**config.mk**
```make
export PLATFORM = sky130hd
export DESIGN_NAME = sdp_wdma_dfifo_sched
export DESIGN_NICKNAME = d
export VERILOG_FILES = /design/src/rtl/sdp_wdma_dfifo_sched.sv
export SDC_FILE = /design/constraint.sdc
export NUM_CORES = 1
export LEC_CHECK = 0
export ABC_CLOCK_PERIOD_IN_PS = 5670
export CORE_AREA = 2 2 534 536
export CTS_CLUSTER_DIAMETER = 150
export DETAILED_ROUTE_END_ITERATION = 16
export DIE_AREA = 0 0 536 538
export SYNTH_ARGS = -nofsm -noshare
export SYNTH_HDL_FRONTEND = slang
export SYNTH_SLANG_ARGS = --single-unit
```
**constraint.sdc**
```tcl
create_clock -name nvdla_core_clk -period 5.67 [get_ports nvdla_core_clk]
set_input_delay 1.701 -clock nvdla_core_clk [delete_from_list [all_inputs] [get_ports nvdla_core_clk]]
set_output_delay 1.701 -clock nvdla_core_clk [all_outputs]
set_load 0.05 [all_outputs]
```
**src/rtl/sdp_wdma_dfifo_sched.sv**
```systemverilog
// Write-DMA output sequencer: one header packet, then size+1 atoms drained round-robin from four dfifos.
// Optional SDP_WDMA_SCHED_PERF_EN adds the dp2reg_wdma_stall counter.
//   state | meaning
//   IDLE  | waiting for a command, cmd_prdy high
//   HDR   | presenting the header packet
//   DATA  | forwarding atoms from dfifo[ptr] until beat count == size
module sdp_wdma_dfifo_sched #(
  parameter int AM_DW  = 256,
  parameter int ADDR_W = 64,
  parameter int SIZE_W = 13
) (
  input  logic                     nvdla_core_clk,
  input  logic                     nvdla_core_rstn,
  input  logic                     op_load,
  input  logic                     reg2dp_interrupt_ptr,
  input  logic                     cmd_pvld,
  output logic                     cmd_prdy,
  input  logic [ADDR_W+SIZE_W:0]   cmd_pd,
  input  logic                     dfifo0_rd_pvld,
  output logic                     dfifo0_rd_prdy,
  input  logic [AM_DW-1:0]         dfifo0_rd_pd,
  input  logic                     dfifo1_rd_pvld,
  output logic                     dfifo1_rd_prdy,
  input  logic [AM_DW-1:0]         dfifo1_rd_pd,
  input  logic                     dfifo2_rd_pvld,
  output logic                     dfifo2_rd_prdy,
  input  logic [AM_DW-1:0]         dfifo2_rd_pd,
  input  logic                     dfifo3_rd_pvld,
  output logic                     dfifo3_rd_prdy,
  input  logic [AM_DW-1:0]         dfifo3_rd_pd,
  output logic                     dma_wr_req_vld,
  input  logic                     dma_wr_req_rdy,
  output logic                     dma_wr_req_type,
  output logic [AM_DW-1:0]         dma_wr_req_pd,
  output logic                     dp2reg_done,
  output logic                     intr_req_pvld,
  output logic                     intr_req_ptr
`ifdef SDP_WDMA_SCHED_PERF_EN
  , output logic [31:0]            dp2reg_wdma_stall
`endif
);

  typedef enum logic [1:0] {ST_IDLE, ST_HDR, ST_DATA} state_t;

  state_t              r_state, w_next;
  logic [ADDR_W-1:0]   r_addr;
  logic [SIZE_W-1:0]   r_size;
  logic                r_cube_end;
  logic [1:0]          r_ptr;
  logic [SIZE_W-1:0]   r_cnt;
  logic                r_done;
  logic                r_intr_ptr;

  logic [3:0]          w_fifo_vld;
  logic [AM_DW-1:0]    w_fifo_pd [4];
  logic [3:0]          w_fifo_rdy;
  logic                w_xfer;
  logic                w_last;

  assign w_fifo_vld   = {dfifo3_rd_pvld, dfifo2_rd_pvld, dfifo1_rd_pvld, dfifo0_rd_pvld};
  assign w_fifo_pd[0] = dfifo0_rd_pd;
  assign w_fifo_pd[1] = dfifo1_rd_pd;
  assign w_fifo_pd[2] = dfifo2_rd_pd;
  assign w_fifo_pd[3] = dfifo3_rd_pd;

  assign dfifo0_rd_prdy = w_fifo_rdy[0];
  assign dfifo1_rd_prdy = w_fifo_rdy[1];
  assign dfifo2_rd_prdy = w_fifo_rdy[2];
  assign dfifo3_rd_prdy = w_fifo_rdy[3];

  assign w_xfer = dma_wr_req_vld & dma_wr_req_rdy;
  assign w_last = (r_cnt == r_size);

  assign dp2reg_done   = r_done;
  assign intr_req_pvld = r_done;
  assign intr_req_ptr  = r_intr_ptr;

  always_comb begin
    w_next          = r_state;
    cmd_prdy        = 1'b0;
    dma_wr_req_vld  = 1'b0;
    dma_wr_req_type = 1'b0;
    dma_wr_req_pd   = '0;
    w_fifo_rdy      = 4'b0000;
    case (r_state)
      ST_IDLE: begin
        cmd_prdy = 1'b1;
        if (cmd_pvld) w_next = ST_HDR;
      end
      ST_HDR: begin
        dma_wr_req_vld = 1'b1;
        // cube_end lands in the require-ack bit just above size
        dma_wr_req_pd[ADDR_W+SIZE_W:0] = {r_cube_end, r_size, r_addr};
        if (dma_wr_req_rdy) w_next = ST_DATA;
      end
      ST_DATA: begin
        dma_wr_req_vld    = w_fifo_vld[r_ptr];
        dma_wr_req_type   = 1'b1;
        dma_wr_req_pd     = w_fifo_pd[r_ptr];
        w_fifo_rdy[r_ptr] = dma_wr_req_rdy;
        if (w_xfer && w_last) w_next = ST_IDLE;
      end
      default: w_next = ST_IDLE;
    endcase
  end

  always_ff @(posedge nvdla_core_clk or negedge nvdla_core_rstn) begin
    if (!nvdla_core_rstn) begin
      r_state    <= ST_IDLE;
      r_addr     <= '0;
      r_size     <= '0;
      r_cube_end <= 1'b0;
      r_ptr      <= 2'd0;
      r_cnt      <= '0;
      r_done     <= 1'b0;
      r_intr_ptr <= 1'b0;
    end else begin
      r_state <= w_next;
      r_done  <= (r_state == ST_DATA) && w_xfer && w_last && r_cube_end;
      if (op_load) r_intr_ptr <= reg2dp_interrupt_ptr;
      if (r_state == ST_IDLE && cmd_pvld) begin
        r_addr     <= cmd_pd[ADDR_W-1:0];
        r_size     <= cmd_pd[ADDR_W+SIZE_W-1:ADDR_W];
        r_cube_end <= cmd_pd[ADDR_W+SIZE_W];
      end
      if (r_state == ST_HDR && dma_wr_req_rdy) r_cnt <= '0;
      // op_load only rewinds the lane pointer between commands
      if (r_state == ST_DATA && w_xfer) begin
        r_cnt <= r_cnt + 1'b1;
        r_ptr <= (w_last && r_cube_end) ? 2'd0 : r_ptr + 2'd1;
      end else if (r_state == ST_IDLE && op_load) begin
        r_ptr <= 2'd0;
      end
    end
  end

`ifdef SDP_WDMA_SCHED_PERF_EN
  logic [31:0] r_stall;
  assign dp2reg_wdma_stall = r_stall;

  always_ff @(posedge nvdla_core_clk or negedge nvdla_core_rstn) begin
    if (!nvdla_core_rstn)                                                r_stall <= '0;
    else if (op_load)                                                    r_stall <= '0;
    else if (dma_wr_req_vld && !dma_wr_req_rdy && r_stall != 32'hFFFFFFFF) r_stall <= r_stall + 32'd1;
  end
`endif

endmodule

```
==> run metrics <==
ANT nets after route=0; Pwr Total=11.6 mW; Post-Place Worst Slack=0.276 ns; Top delay family on crit path=buffers and inverters; Slew headroom=0.431; crit path cell chain=clkdlybuf4s50_1, mux4_2, a22oi_1, nor2b_1, clkdlybuf4s50_1; Max Buffers Root-to-Sink=2; CP peak stage delay=0.71 ns; count leader, synth=mux4_2; GRT Total Usage=0.172; initial drt markers=1,633; DP HPWL=approximately 240 mm; leakage=a little under 10 nW; multiplexer share of the synthesized area=0.523; max-slew violations=0; Stages on worst setup path=5; die span in x=536 µm; Peak Freq=185 MHz; HP Class=flip-flop to flip-flop; WP buf/inv=2; largest net degree at the start of global routing=70; DRC viols=0; status=completed; slowest cell on the critical path=clkdlybuf4s50_1; Worst-Margin Slew=~0.85 ns; row count=196; final setup margin=0.274 ns; Yosys top cell area share=0.451; synth unique cells=45; WL final=about 260 mm; via/cell ratio=3.06; final hold vios=0; final period utilization=0.952; top post-synthesis cells by area=mux4_2 45%, dfrtp_1 19%, and2_1 8.8%; RSZ-0062 raised after global routing=no; htree depth=3; Final min period=between 5 and 6 ns; core area=between 200,000 and 300,000 µm²; Syn Inst Count=about 1,000; Compound-Gate Fraction of Synth Area=0.0646; post-synthesis sequential element count=97; initial antenna violation count=503; ys async rst share=1.00; fraction of layout cells with a size suffix above 1=0.246; largest family of logic cells by synthesized area=multiplexers; Via Count=19,200; I/O Pins=1,378; WL per Instance=41.3 µm; DR pass1 iterations=5; vias in the first global route=18,000; worst-path fanout max=1; Commonest cells post-synth=256 x mux4_2, 181 x and2_1, 97 x dfrtp_1, 79 x mux2_2, 79 x nor2b_1; Startpoint Class=primary input; Post-synth EDFFs=0; Crit. End Element=primary output; Adder-Cell Fraction of Synth Area=0.00880; Worst EP arrival=~3.7 ns; Setup Fix Bufs, Post-CTS=0; total grt overflow=0; TritonCTS clock tree=built; Synth Area in XOR/XNOR=0.0110; clk_skew=0.0263 ns; DIE HEIGHT=roughly 540 µm; cts hold-fix bufs=0; Port Buffer Count=between 1,000 and 1,500; die footprint=around 290,000 µm²; Seq/Total Area, Yosys=0.190; Worst R2R Path Depth=8; Mapped Nets=2,134; area added between synthesis and finish=146%; most used cell, CP=clkdlybuf4s50_1; CP Class=primary input to primary output; Power Density=367 nW/µm²; Worst Path Required=3.97 ns; Max Cap Viol=0; predominant post-synthesis flop cell=dfrtp_1; initial core utilization=0.0452; worst hold slack=around 0.52 ns; Root Buffer Master=clkbuf_16; Worst-path clk slew=0.10 ns; Sink Count=slightly below 100; final setup TNS=0 ns; worst vdd rail ir drop=0.235 mV; Synthesis Warnings=0; Mapped Area=12,800 µm²; Hold Path Stages=1; final setup vio count=0; leading area contributor after synthesis=mux4_2; simple-gate share of the synthesized area=0.151; Routability Congestion=between 1 and 1.5; Resized Gates After CTS=0; mean post-synth cell area=12.6 µm²; fin nets=3,448; Skew-Pair Late Insertion Delay=0.42 ns; TritonCTS buffer count=9; global-route wire length before repair=296 mm
-- metrics by stage --
stage           util  cell area [µm²]  instances
6_report       0.111            31500       6269
5_1_grt        0.111            31300       6187
4_1_cts        0.110            31100       6093
3_5_place_dp   0.109            30800       6078
3_3_place_gp   0.109            30800       6078
2_1_floorplan      -            12800       1013
-- report_power, final --
| group | internal (mW) | switching, mW |
|---|---|---|
| combinational | 3.75 | 5.66 |
| sequential | 0.995 | 0.378 |
| clock | 0.351 | 0.425 |
-- layout make-up --
cell class / instances / area [µm²]
Inverter: 10 / 37.5
Antenna cell: 176 / 440
Fill cell: 32400 / 252000
Sequential cell: 97 / 2430
Tap cell: 3762 / 4710
Timing Repair Buffer: 1417 / 13900
Multi-Input combinational cell: 792 / 9750
Clock buffer: 9 / 225
Clock inverter: 6 / 77.6
-- path summary, 6_finish.rpt --
path	slack [ns]	from	end
worst max register to register	2.72	r_state[1]	r_state[1]
worst min-delay path	0.52	r_addr[62]	r_addr[62]
worst max-delay path	0.27	dfifo1_rd_pd[58]	dma_wr_req_pd[58]
worst min register to register	0.52	r_addr[62]	r_addr[62]
max in group asynchronous	3.27	nvdla_core_rstn	r_ptr[0]
min in group asynchronous	1.15	nvdla_core_rstn	intr_req_ptr
-- kinds of logic (layout without fill, tap and decap cells) --
group,after synthesis,count (layout)
mux,338,338
simple gates,318,318
other cells,0,176
xor+xnor,16,16
fa+ha+maj,9,9
flops,97,97
buf+inv,124,1442
compound gates,111,111
-- registers in the layout, summed over array words and instances, names as in the netlist --
| register | count |
|---|---|
| dp2reg_done | 1 |
| intr_req_ptr | 1 |
| r_addr | 64 |
| r_cnt | 13 |
| r_cube_end | 1 |
| r_ptr | 2 |
| r_size | 13 |
| r_state | 2 |
-- placed cells by master (no fill, tap or decap), types with 3 or more instances in the layout --
| cell type | count |
|---|---|
| clkdlybuf4s50_1 | 1208 |
| mux4_2 | 256 |
| buf_4 | 192 |
| and2_1 | 181 |
| diode_2 | 176 |
| dfrtp_1 | 95 |
| nor2b_1 | 79 |
| mux2_2 | 79 |
| a22oi_1 | 78 |
| buf_12 | 16 |
| nand2_1 | 15 |
| o21ai_0 | 13 |
| inv_1 | 10 |
| clkbuf_16 | 9 |
| nor2_1 | 8 |
| xnor2_1 | 8 |
| xor2_1 | 8 |
| nand3_1 | 8 |
| nor3_1 | 6 |
| ha_1 | 6 |
| and3_1 | 5 |
| nor4_1 | 4 |
| nand4_1 | 3 |
| o31ai_1 | 3 |
| a21oi_1 | 3 |
| o211ai_1 | 3 |
| ha_4 | 3 |
-- per-layer routing --
layer / vias up / routed length [µm] / global-route usage
met5: - / 1730 / 0.00954
met4: 260 / 14400 / 0.0723
met3: 865 / 45700 / 0.132
met2: 2077 / 109000 / 0.261
met1: 9085 / 87800 / 0.173
li1: 6902 / - / -
No activity file was read; power rests on OpenSTA's default activity.
